**src/rtl/fp32_add_sub.sv**
```systemverilog
// fp32_add_sub: binary32 adder/subtractor with a registered result and an overflow flag, one cycle of latency.
module fp32_add_sub (
    input  logic        clk,
    input  logic        rst,
    input  logic [31:0] a,
    input  logic [31:0] b,
    input  logic        op,
    output logic [31:0] out,
    output logic        o
);
    logic [31:0] w_b, w_x, w_y, w_res;
    logic        w_a_nan, w_b_nan, w_a_inf, w_b_inf, w_a_zero, w_b_zero, w_ovf, w_up;
    logic [7:0]  w_d;
    logic [50:0] w_mx, w_my, w_sum, w_norm;
    logic [5:0]  w_lz;
    logic [24:0] w_rnd;
    logic [9:0]  w_exp;
    logic [31:0] r_out;
    logic        r_o;
    assign w_b      = b ^ {op, 31'b0};
    assign w_a_nan  = (&a[30:23]) && (|a[22:0]);
    assign w_b_nan  = (&w_b[30:23]) && (|w_b[22:0]);
    assign w_a_inf  = (&a[30:23]) && !(|a[22:0]);
    assign w_b_inf  = (&w_b[30:23]) && !(|w_b[22:0]);
    assign w_a_zero = a[30:23] == 8'd0;
    assign w_b_zero = w_b[30:23] == 8'd0;
    assign w_x      = (a[30:0] >= w_b[30:0]) ? a : w_b;
    assign w_y      = (a[30:0] >= w_b[30:0]) ? w_b : a;
    assign w_d      = w_x[30:23] - w_y[30:23];
    // 26 spare low bits keep alignment exact up to d=26; beyond that the smaller operand is a lone sticky bit
    assign w_mx     = {2'b01, w_x[22:0], 26'b0};
    assign w_my     = (w_d > 8'd26) ? 51'd1 : ({2'b01, w_y[22:0], 26'b0} >> w_d);
    assign w_sum    = (w_x[31] == w_y[31]) ? w_mx + w_my : w_mx - w_my;
    always_comb begin
        w_lz = 6'd0;
        for (int i = 0; i < 51; i++)
            if (w_sum[i]) w_lz = 6'(50 - i);
    end
    // leading one lands on bit 50: mantissa [50:27], guard [26], sticky [25:0]
    assign w_norm   = w_sum << w_lz;
    assign w_up     = w_norm[26] & ((|w_norm[25:0]) | w_norm[27]);
    assign w_rnd    = {1'b0, w_norm[50:27]} + {24'b0, w_up};
    assign w_exp    = {2'b0, w_x[30:23]} + 10'd1 + {9'b0, w_rnd[24]} - {4'b0, w_lz};
    always_comb begin
        w_res = 32'h0;
        w_ovf = 1'b0;
        if (w_a_nan || w_b_nan || (w_a_inf && w_b_inf && a[31] != w_b[31])) w_res = 32'h7FC00000;
        else if (w_a_inf) w_res = a;
        else if (w_b_inf) w_res = w_b;
        else if (w_a_zero && w_b_zero) w_res = {a[31] & w_b[31], 31'b0};
        else if (w_a_zero) w_res = w_b;
        else if (w_b_zero) w_res = a;
        else if (w_sum == 51'd0) w_res = 32'h0;
        else if (w_exp[9] || w_exp == 10'd0) w_res = {w_x[31], 31'b0};
        else if (w_exp >= 10'd255) begin
            w_res = {w_x[31], 8'hFF, 23'b0};
            w_ovf = 1'b1;
        end
        else w_res = {w_x[31], w_exp[7:0], w_rnd[22:0]};
    end
    always_ff @(posedge clk or posedge rst) begin
        if (rst) begin
            r_out <= 32'h0;
            r_o   <= 1'b0;
        end else begin
            r_out <= w_res;
            r_o   <= w_ovf;
        end
    end
    assign out = r_out;
    assign o   = r_o;
endmodule

```
**config.mk**
```make
export PLATFORM = sky130hd
export DESIGN_NAME = fp32_add_sub
export DESIGN_NICKNAME = d
export VERILOG_FILES = /design/src/rtl/fp32_add_sub.sv
export SDC_FILE = /design/constraint.sdc
export NUM_CORES = 1
export LEC_CHECK = 0
export ABC_AREA = 1
export ABC_CLOCK_PERIOD_IN_PS = 1070
export CORE_ASPECT_RATIO = 2
export CORE_MARGIN = 4
export CORE_UTILIZATION = 35
export DETAILED_ROUTE_END_ITERATION = 16
export SKIP_LAST_GASP = 1
export SLEW_MARGIN = 10
export SYNTH_ARGS = -nofsm -noshare
export SYNTH_HDL_FRONTEND = slang
export SYNTH_SLANG_ARGS = --single-unit
```
**constraint.sdc**
```tcl
create_clock -name clk -period 1.07 [get_ports clk]
set_input_delay 0.1605 -clock clk [delete_from_list [all_inputs] [get_ports clk]]
set_output_delay 0.1605 -clock clk [all_outputs]
set_load 0.005 [all_outputs]
```
==> impl_results.md, run 1 <==
* Asr flop ratio synth at 1.000
* Post-Synth Simple-Gate Area at 0.5352
* Placement-stage cell area at 0.02186 mm²
* H-tree Lvls at 2
* Complex-gate fraction of the synthesized area at 0.1522
* Synth warnings at 0
* Mean Syn Cell Area at 5.366 µm²
* Gpl congestion at 1.062
* Sequential fraction of the synthesis area at 0.05878
* Clock buffer count from CTS at 5
* Hold buffers post-CTS at 0
* Post-synthesis xor/xnor area fraction at 0.03634
* Commonest cells in the netlist: nand2_1 (684), nand3_1 (540), inv_1 (276), nor2_1 (206), a21oi_1 (127)
* Outcome: aborted with a tool error
* Cell Area, Synth at 0.01405 mm²
* Largest net degree at the start of global routing at 54
* GR repair worst EP: out[30]$_DFF_PP0_/D
* WEP type: sequential cell input
* Mux contribution to synthesized area at 0.0007125
* Synth top area cells: nand3_1 (19%), nand2_1 (18%), ha_1 (8.4%)
* GRT Util Overall at 0.4777
* Most numerous cell in the Yosys netlist: nand2_1
* Num ports at 100
* Largest family of logic cells by synthesized area: simple AND/OR/NAND/NOR gates
* Die height at 291.3 µm
* Top FF cell, synth: dfrtp_1
* Max Root-Sink Buffers at 2
* # port buffers at 99
* Syn nets at approximately 2800
* Number of distinct library cells after synthesis at 70
* Starting Density at 0.3551
* FP Rows at 103
* Yosys reg bits at 33
* Cells after Synth at between 2000 and 3000
* Clock sink total at 33
* EDFF count, synth at 0
* Halt Stage: global routing (5_1_grt)
* Root Driver: clkbuf_16
* Post-Synth Adder-Cell Area at 0.08799
* Stop Error: [ERROR GRT-0232] Routing congestion too high. Check the congestion heatmap in the GUI.
* Cell taking the most area after synthesis: nand3_1
* GR Overflow Total at 3
* Yosys top cell area share at 0.1924
* Chip Width at around 150 µm
* Post-DP HPWL at 76520 µm
-- cell families after synthesis --
| logic type | count (synthesis) |
|---|---|
| simple gates | 1642 |
| fa+ha+maj | 97 |
| mux | 1 |
| flops | 33 |
| buf+inv | 425 |
| compound gates | 372 |
| xor+xnor | 48 |
-- repair_timing --
item / 4_1_cts
resized for setup: 650
pin swaps: 190
setup buffers: 145
gates cloned: 9
setup endpoints to repair: 66
-- through the flow --
step                TNS (ns)  setup slack (ns)  cells
CTS                  -337.99            -10.26   4124
detailed placement   -389.16            -12.29   3970
global placement     -386.39            -12.17   3970
floorplan            -308.43            -9.570   2618
-- routing by layer --
metal	GRT overflow	track usage
met5	0	0.002326
met3	0	0.1718
met2	2	0.7761
met1	0	0.4320
met4	1	0.5124
==> run 2, diff against run 1 <==
--- a/config.mk
+++ b/config.mk
@@ -7,10 +7,10 @@
 export LEC_CHECK = 0
 export ABC_AREA = 1
 export ABC_CLOCK_PERIOD_IN_PS = 1070
-export CORE_ASPECT_RATIO = 2
 export CORE_MARGIN = 4
-export CORE_UTILIZATION = 35
+export CORE_UTILIZATION = 20
 export DETAILED_ROUTE_END_ITERATION = 16
+export PLACE_DENSITY_LB_ADDON = 0.15
 export SKIP_LAST_GASP = 1
 export SLEW_MARGIN = 10
 export SYNTH_ARGS = -nofsm -noshare
==> run 2 against run 1 <==
- synthesized cell count unchanged
- the flow now finishes, with violations (setup timing)
- area after synthesis unchanged
==> impl_results.md, run 2 <==
* GR Overflow Total at 0
* Design area at 0.02771 mm²
* CP Class: in -> reg
* CTS tree: done
* Area grow syn2layout at 97.21%
* Cell mode on critical path: buf_4
* Max reg flops at 32
* EDFF count, synth at 0
* Max Root-Sink Buffers at 2
* Largest net degree at the start of global routing at 34
* WP data required at 1.23 ns
* Initial antenna violation count at 0
* Worst Setup Start Kind: input pin
* Cell Area, Synth at between 0.01 and 0.015 mm²
* Area of the multi-input gates at between 0.01 and 0.015 mm²
* Top FF cell, synth: dfrtp_1
* Pre-antenna DRT Iters at 6
* Clock buffer count from CTS at 5
* Nets at 3844
* Die area at 0.07455 mm²
* Final Cycle Share at 10.52
* Placement-stage cell area at 0.02260 mm²
* FF+latch area at just over 800 µm²
* Synth top area cells: nand3_1 (19%), nand2_1 (18%), ha_1 (8.4%)
* CP Max Fanout at 15
* Sequential fraction of the synthesis area at 0.05878
* Setup crit end kind: register
* Max incr delay on CP at 0.40 ns
* Commonest cells in the netlist: nand2_1 (684), nand3_1 (540), inv_1 (276), nor2_1 (206), a21oi_1 (127)
* Via density at 4.839
* Post-Route Setup TNS at -329.19 ns
* Cells after Synth at 2618
* Min Tclk post-route at approximately 11 ns
* FP Rows at 96
* Outcome: complete, but fails checks
* Number of distinct library cells after synthesis at 70
* H-tree Lvls at 2
* Synth warnings at 0
* Die height at approximately 270 µm
* HP Class: in -> async
* Most frequent cells in the layout: buf_4 (994), nand2_1 (566), nand3_1 (360), inv_1 (224), nand3_2 (178)
* Final Hold Fails at 0
* Starting Density at 0.2034
* Chip Width at 273.0 µm
* RSZ-0062 raised after global routing: yes
* Max Cap Viol at 0
* Failing checks: setup timing
* # diodes at 0
* Post-DP HPWL at 74890 µm
* Via count at 22320
* Core area at 0.06907 mm²
* Clk slew on worst S/H paths at 0.05 ns
* Fillers at 7318
* DRC at 0
* Slew HR at 0.4978
* P per Cell Area at 2038 mW/mm²
* Yosys top cell area share at 0.1924
* Cell taking the most area after synthesis: nand3_1
* Fmax at around 89 MHz
* Syn nets at ~2800
* Root Driver: clkbuf_16
* GRT Util Overall at 0.2304
* Crit path DAT at 11.42 ns
* Yosys reg bits at 33
* Post-DRT Antenna Nets at 0
* Setup ws final at -10.19 ns
* Hold buffers post-CTS at 0
* VDD IR max at 0.9426 mV
* Pins Over Slew Limit at 0
* Num ports at 100
* Asr flop ratio synth at 1.000
* Global-route wire length before repair at roughly 130000 µm
* Total Wirelength at 90970 µm
* Initial DRC count at ~1600
* Share of layout cells above drive strength 1 at 0.4923
* Least-Margin Pin Slew at 0.7455 ns
* Wire length per cell at a little under 20 µm
* Clock sink total at 33
* Most numerous cell in the Yosys netlist: nand2_1
* Gpl congestion at 0.9947
* Mean Syn Cell Area at between 5 and 6 µm²
* Number of global-route vias before repair at 21990
* Commonest non-fill, non-tap cell in the layout: buf_4
* # port buffers at between 90 and 100
* Final Setup Violations at 33
* Slowest CP cell: fa_2
* Static Leak at 13.62 nW
run 2: cell counts after synthesis:
Identical to the previous run, type by type.
run 2: power by group:
part           total [mW]  switching [mW]  internal [mW]  leakage [nW]
combinational        53.2            28.9           24.2          13.1
clock                1.37           0.521          0.854        0.0706
sequential           1.92           0.173           1.74         0.411
run 2: kinds of logic after synthesis:
kind of cell    share of synthesized area
mux                             0.0007125
flops                             0.05878
buf+inv                            0.1288
fa+ha+maj                         0.08799
simple gates                       0.5352
compound gates                     0.1522
xor+xnor                          0.03634
run 2: through the flow:
| stage | std cells | setup slack (ns) | total power [mW] | hold slack (ns) | utilization |
|---|---|---|---|---|---|
| 2_1_floorplan | 2618 | -9.570 | 22.03 | 0.2894 | - |
| 3_3_place_gp | 4401 | -11.86 | 44.69 | 0.5269 | 0.3272 |
| 3_5_place_dp | 4401 | -11.87 | 44.53 | 0.5337 | 0.3272 |
| 4_1_cts | 4557 | -10.08 | 50.66 | 0.2316 | 0.3697 |
| 5_1_grt | 4612 | -10.86 | 60.68 | 0.2431 | 0.4011 |
| 6_report | 4612 | -10.19 | 56.46 | 0.2254 | 0.4011 |
run 2: final cells by class:
cell class              instances  area share
clock inverters                 2   0.0003613
well taps                     931     0.04205
clock buffers                   6    0.004652
multi-input cells            2160      0.5247
inverters                     308     0.04516
flip-flops and latches         33     0.02981
repair buffers               1172      0.3533
run 2: worst max path at each step:
| stage | from | to | slack, ns | cells past startpoint |
|---|---|---|---|---|
| final | b[28] | out[22]$_DFF_PP0_ | -10.19 | 93 |
| after global routing | b[10] | out[6]$_DFF_PP0_ | -10.86 | 96 |
| after CTS | b[28] | out[8]$_DFF_PP0_ | -10.08 | 92 |
| after detailed placement | b[12] | out[1]$_DFF_PP0_ | -11.87 | 83 |
| after global placement | b[12] | out[1]$_DFF_PP0_ | -11.86 | 83 |
| after floorplan | b[29] | out[7]$_DFF_PP0_ | -9.57 | 88 |
run 2: layer usage:
layer / share of wire / global-route usage
met1: 0.45 / 0.3096
met3: 0.041 / 0.01176
met4: 0.036 / 0.06726
met2: 0.48 / 0.3996
met5: 0 / 0
run 2: repair_timing:
item,in CTS,in global routing
gates cloned,9,10
resized for setup,727,388
setup endpoints to repair,66,48
pin swaps,173,152
buffers inserted,158,58
run 2: critical path: cells and delay by family:
family          cells  cell delay, ns
buf+inv            34            4.26
xor+xnor            1            0.22
fa+ha+maj           3            0.90
simple gates       45            4.56
compound gates     10            1.30
No activity file was read; power rests on OpenSTA's default activity.
==> run 3, diff against run 2 <==
--- a/config.mk
+++ b/config.mk
@@ -12,7 +12,6 @@
 export DETAILED_ROUTE_END_ITERATION = 16
 export PLACE_DENSITY_LB_ADDON = 0.15
 export SKIP_LAST_GASP = 1
-export SLEW_MARGIN = 10
 export SYNTH_ARGS = -nofsm -noshare
 export SYNTH_HDL_FRONTEND = slang
 export SYNTH_SLANG_ARGS = --single-unit
==> results of run 3 <==
Same layout as run 2: the final DEF is identical, and so are final timing and power.
==> run 4, diff against run 3 <==
--- a/config.mk
+++ b/config.mk
@@ -10,7 +10,6 @@
 export CORE_MARGIN = 4
 export CORE_UTILIZATION = 20
 export DETAILED_ROUTE_END_ITERATION = 16
-export PLACE_DENSITY_LB_ADDON = 0.15
 export SKIP_LAST_GASP = 1
 export SYNTH_ARGS = -nofsm -noshare
 export SYNTH_HDL_FRONTEND = slang
==> run 4 against run 3 <==
- the flow still finishes with violations (setup timing)
- routed wire length decreased by 14%
- sequential cell count did not move
- combinational power down 8.6%
- core utilization is 2.3 points lower
- maximum frequency fell by 2.1%
- via count shrank 0.73%
- design area decreased by 5.7%
- final cell count fell by 1.6%
- global-route usage is 3.8 points lower
- clock-buffer cell count unchanged
- worst hold slack improved by 0.014 ns
- die area is the same
- largest cell class unchanged
==> impl_results.md, run 4 (same netlist as run 2, synthesis figures left out) <==
* Outcome: complete, but fails checks
* GR Overflow Total at 0
* Design area at 0.02612 mm²
* Wire length per cell at roughly 17 µm
* Via count at 22150
* GRT Util Overall at 0.1924
* H-tree Lvls at 2
* RSZ-0062 raised after global routing: yes
* Final Hold Fails at 0
* FP Rows at 96
* Setup ws final at -10.44 ns
* Max reg flops at 32
* # port buffers at 99
* Fillers at 7273
* Max Cap Viol at 0
* Placement-stage cell area at ~0.022 mm²
* Crit path max-delay family: compound AO/OA/AOI/OAI gates
* CTS tree: done
* Pins Over Slew Limit at 0
* Gpl congestion at 1.016
* Share of layout cells above drive strength 1 at 0.4504
* Root Driver: clkbuf_16
* Initial DRC count at 1877
* Hold buffers post-CTS at 0
* Post-DRT Antenna Nets at 0
* Die height at 273.0 µm
* Nets at around 3800
* Core area at 0.06907 mm²
* CP Class: in -> reg
* Initial antenna violation count at 4
* Largest net degree at the start of global routing at 65
* Via density at a little under 5
* VDD IR max at 0.9145 mV
* CP Max Fanout at 8
* Total Wirelength at around 78000 µm
* Final Cycle Share at 10.75
* P per Cell Area at 1983 mW/mm²
* Global-route wire length before repair at 114700 µm
* Least-Margin Pin Slew at 0.6213 ns
* Slew HR at 0.5814
* Area grow syn2layout at 85.95%
* WP data required at 1.23 ns
* Slowest CP cell: o41ai_2
* Min Tclk post-route at roughly 12 ns
* Most frequent cells in the layout: buf_4 (957), nand2_1 (587), nand3_1 (398), inv_1 (228), nor2_1 (173)
* Failing checks: setup timing
* Number of global-route vias before repair at 20680
* Design Power at roughly 52 mW
* Chip Width at 273.0 µm
* Post-DP HPWL at 63220 µm
* Die area at ~0.075 mm²
* Pre-antenna DRT Iters at 6
* Worst Setup Start Kind: input pin
* Setup crit end kind: register
* Clock sink total at 33
* Final Setup Violations at 33
* Commonest non-fill, non-tap cell in the layout: buf_4
* Max incr delay on CP at 0.39 ns
* Clk slew on worst S/H paths at roughly 0.05 ns
* Static Leak at 13.37 nW
* DRC at 0
* Num ports at 100
* Crit path DAT at 11.67 ns
* Starting Density at 0.2034
* Max Root-Sink Buffers at 2
* Bufs and invs on worst path at 19
* HP Class: in -> async
* Fmax at 86.91 MHz
* Clock buffer count from CTS at 5
-- run 4: cell types whose count changed in the layout (fill, tap and decap cells not counted), moves of 9 or more --
| cell | delta |
|---|---|
| buf_12 | -9 |
| buf_2 | -28 |
| buf_4 | -37 |
| buf_6 | -16 |
| clkbuf_2 | +24 |
| clkdlybuf4s15_1 | -29 |
| dlymetal6s2s_1 | +42 |
| nand2_1 | +21 |
| nand2_2 | -14 |
| nand3_1 | +38 |
| nand3_2 | -42 |
| nor2_4 | -13 |
| o21ai_2 | -9 |
-- run 4: area by class of cell --
class                   count  area (µm²)  area share
repair buffers           1097        8902      0.3408
multi-input cells        2160       13850      0.5303
flip-flops and latches     33       825.8     0.03161
clock inverters             2       10.01   0.0003832
clock buffers               6       128.9    0.004933
well taps                 931        1165     0.04459
inverters                 308        1230     0.04708
diodes                      3       7.507   0.0002874
-- run 4: tightest hold or removal path, stage by stage --
cell and delay, ns:
clkdlybuf4s50_1 0.40, inv_1 0.10, buf_12 0.21
-- run 4: repair_timing --
action	4_1_cts	5_1_grt
hold endpoints to repair	0	0
setup buffers	82	68
pin swaps	80	225
gates resized for setup	249	583
cloned	6	2
setup endpoints to repair	66	66
-- run 4: final timing paths --
check / start / end / slack (ns) / cells after the start
max in group asynchronous: rst / out[23]$_DFF_PP0_ / 0.66 / 3
min: rst / out[18]$_DFF_PP0_ / 0.24 / 3
max: a[10] / out[8]$_DFF_PP0_ / -10.44 / 89
min in group clk: b[3] / out[3]$_DFF_PP0_ / 0.26 / 3
-- run 4: power by group --
part	leakage [nW]	internal [mW]	total, mW	switching (mW)
clock	0.0706	0.852	1.35	0.497
sequential	0.411	1.74	1.86	0.122
combinational	12.9	22.0	48.6	26.6
-- run 4: stage by stage --
step	hold WS, ns	instances	utilization	setup TNS (ns)	setup slack (ns)
finish	0.2393	4540	0.3782	-336.06	-10.44
CTS	0.2394	4475	0.3471	-343.71	-10.40
detailed placement	0.5259	4379	0.3232	-367.78	-11.39
global route	0.2553	4537	0.3781	-356.80	-11.08
global placement	0.5220	4379	0.3232	-361.04	-11.17
floorplan	0.2894	2618	-	-308.43	-9.570
-- run 4: layer usage --
layer,global-route usage,part of all wire,up-vias
li1,-,-,10800
met1,0.2521,0.42,10190
met2,0.3226,0.45,940
met3,0.02441,0.071,229
met4,0.07257,0.054,2
met5,0,0.00017,-
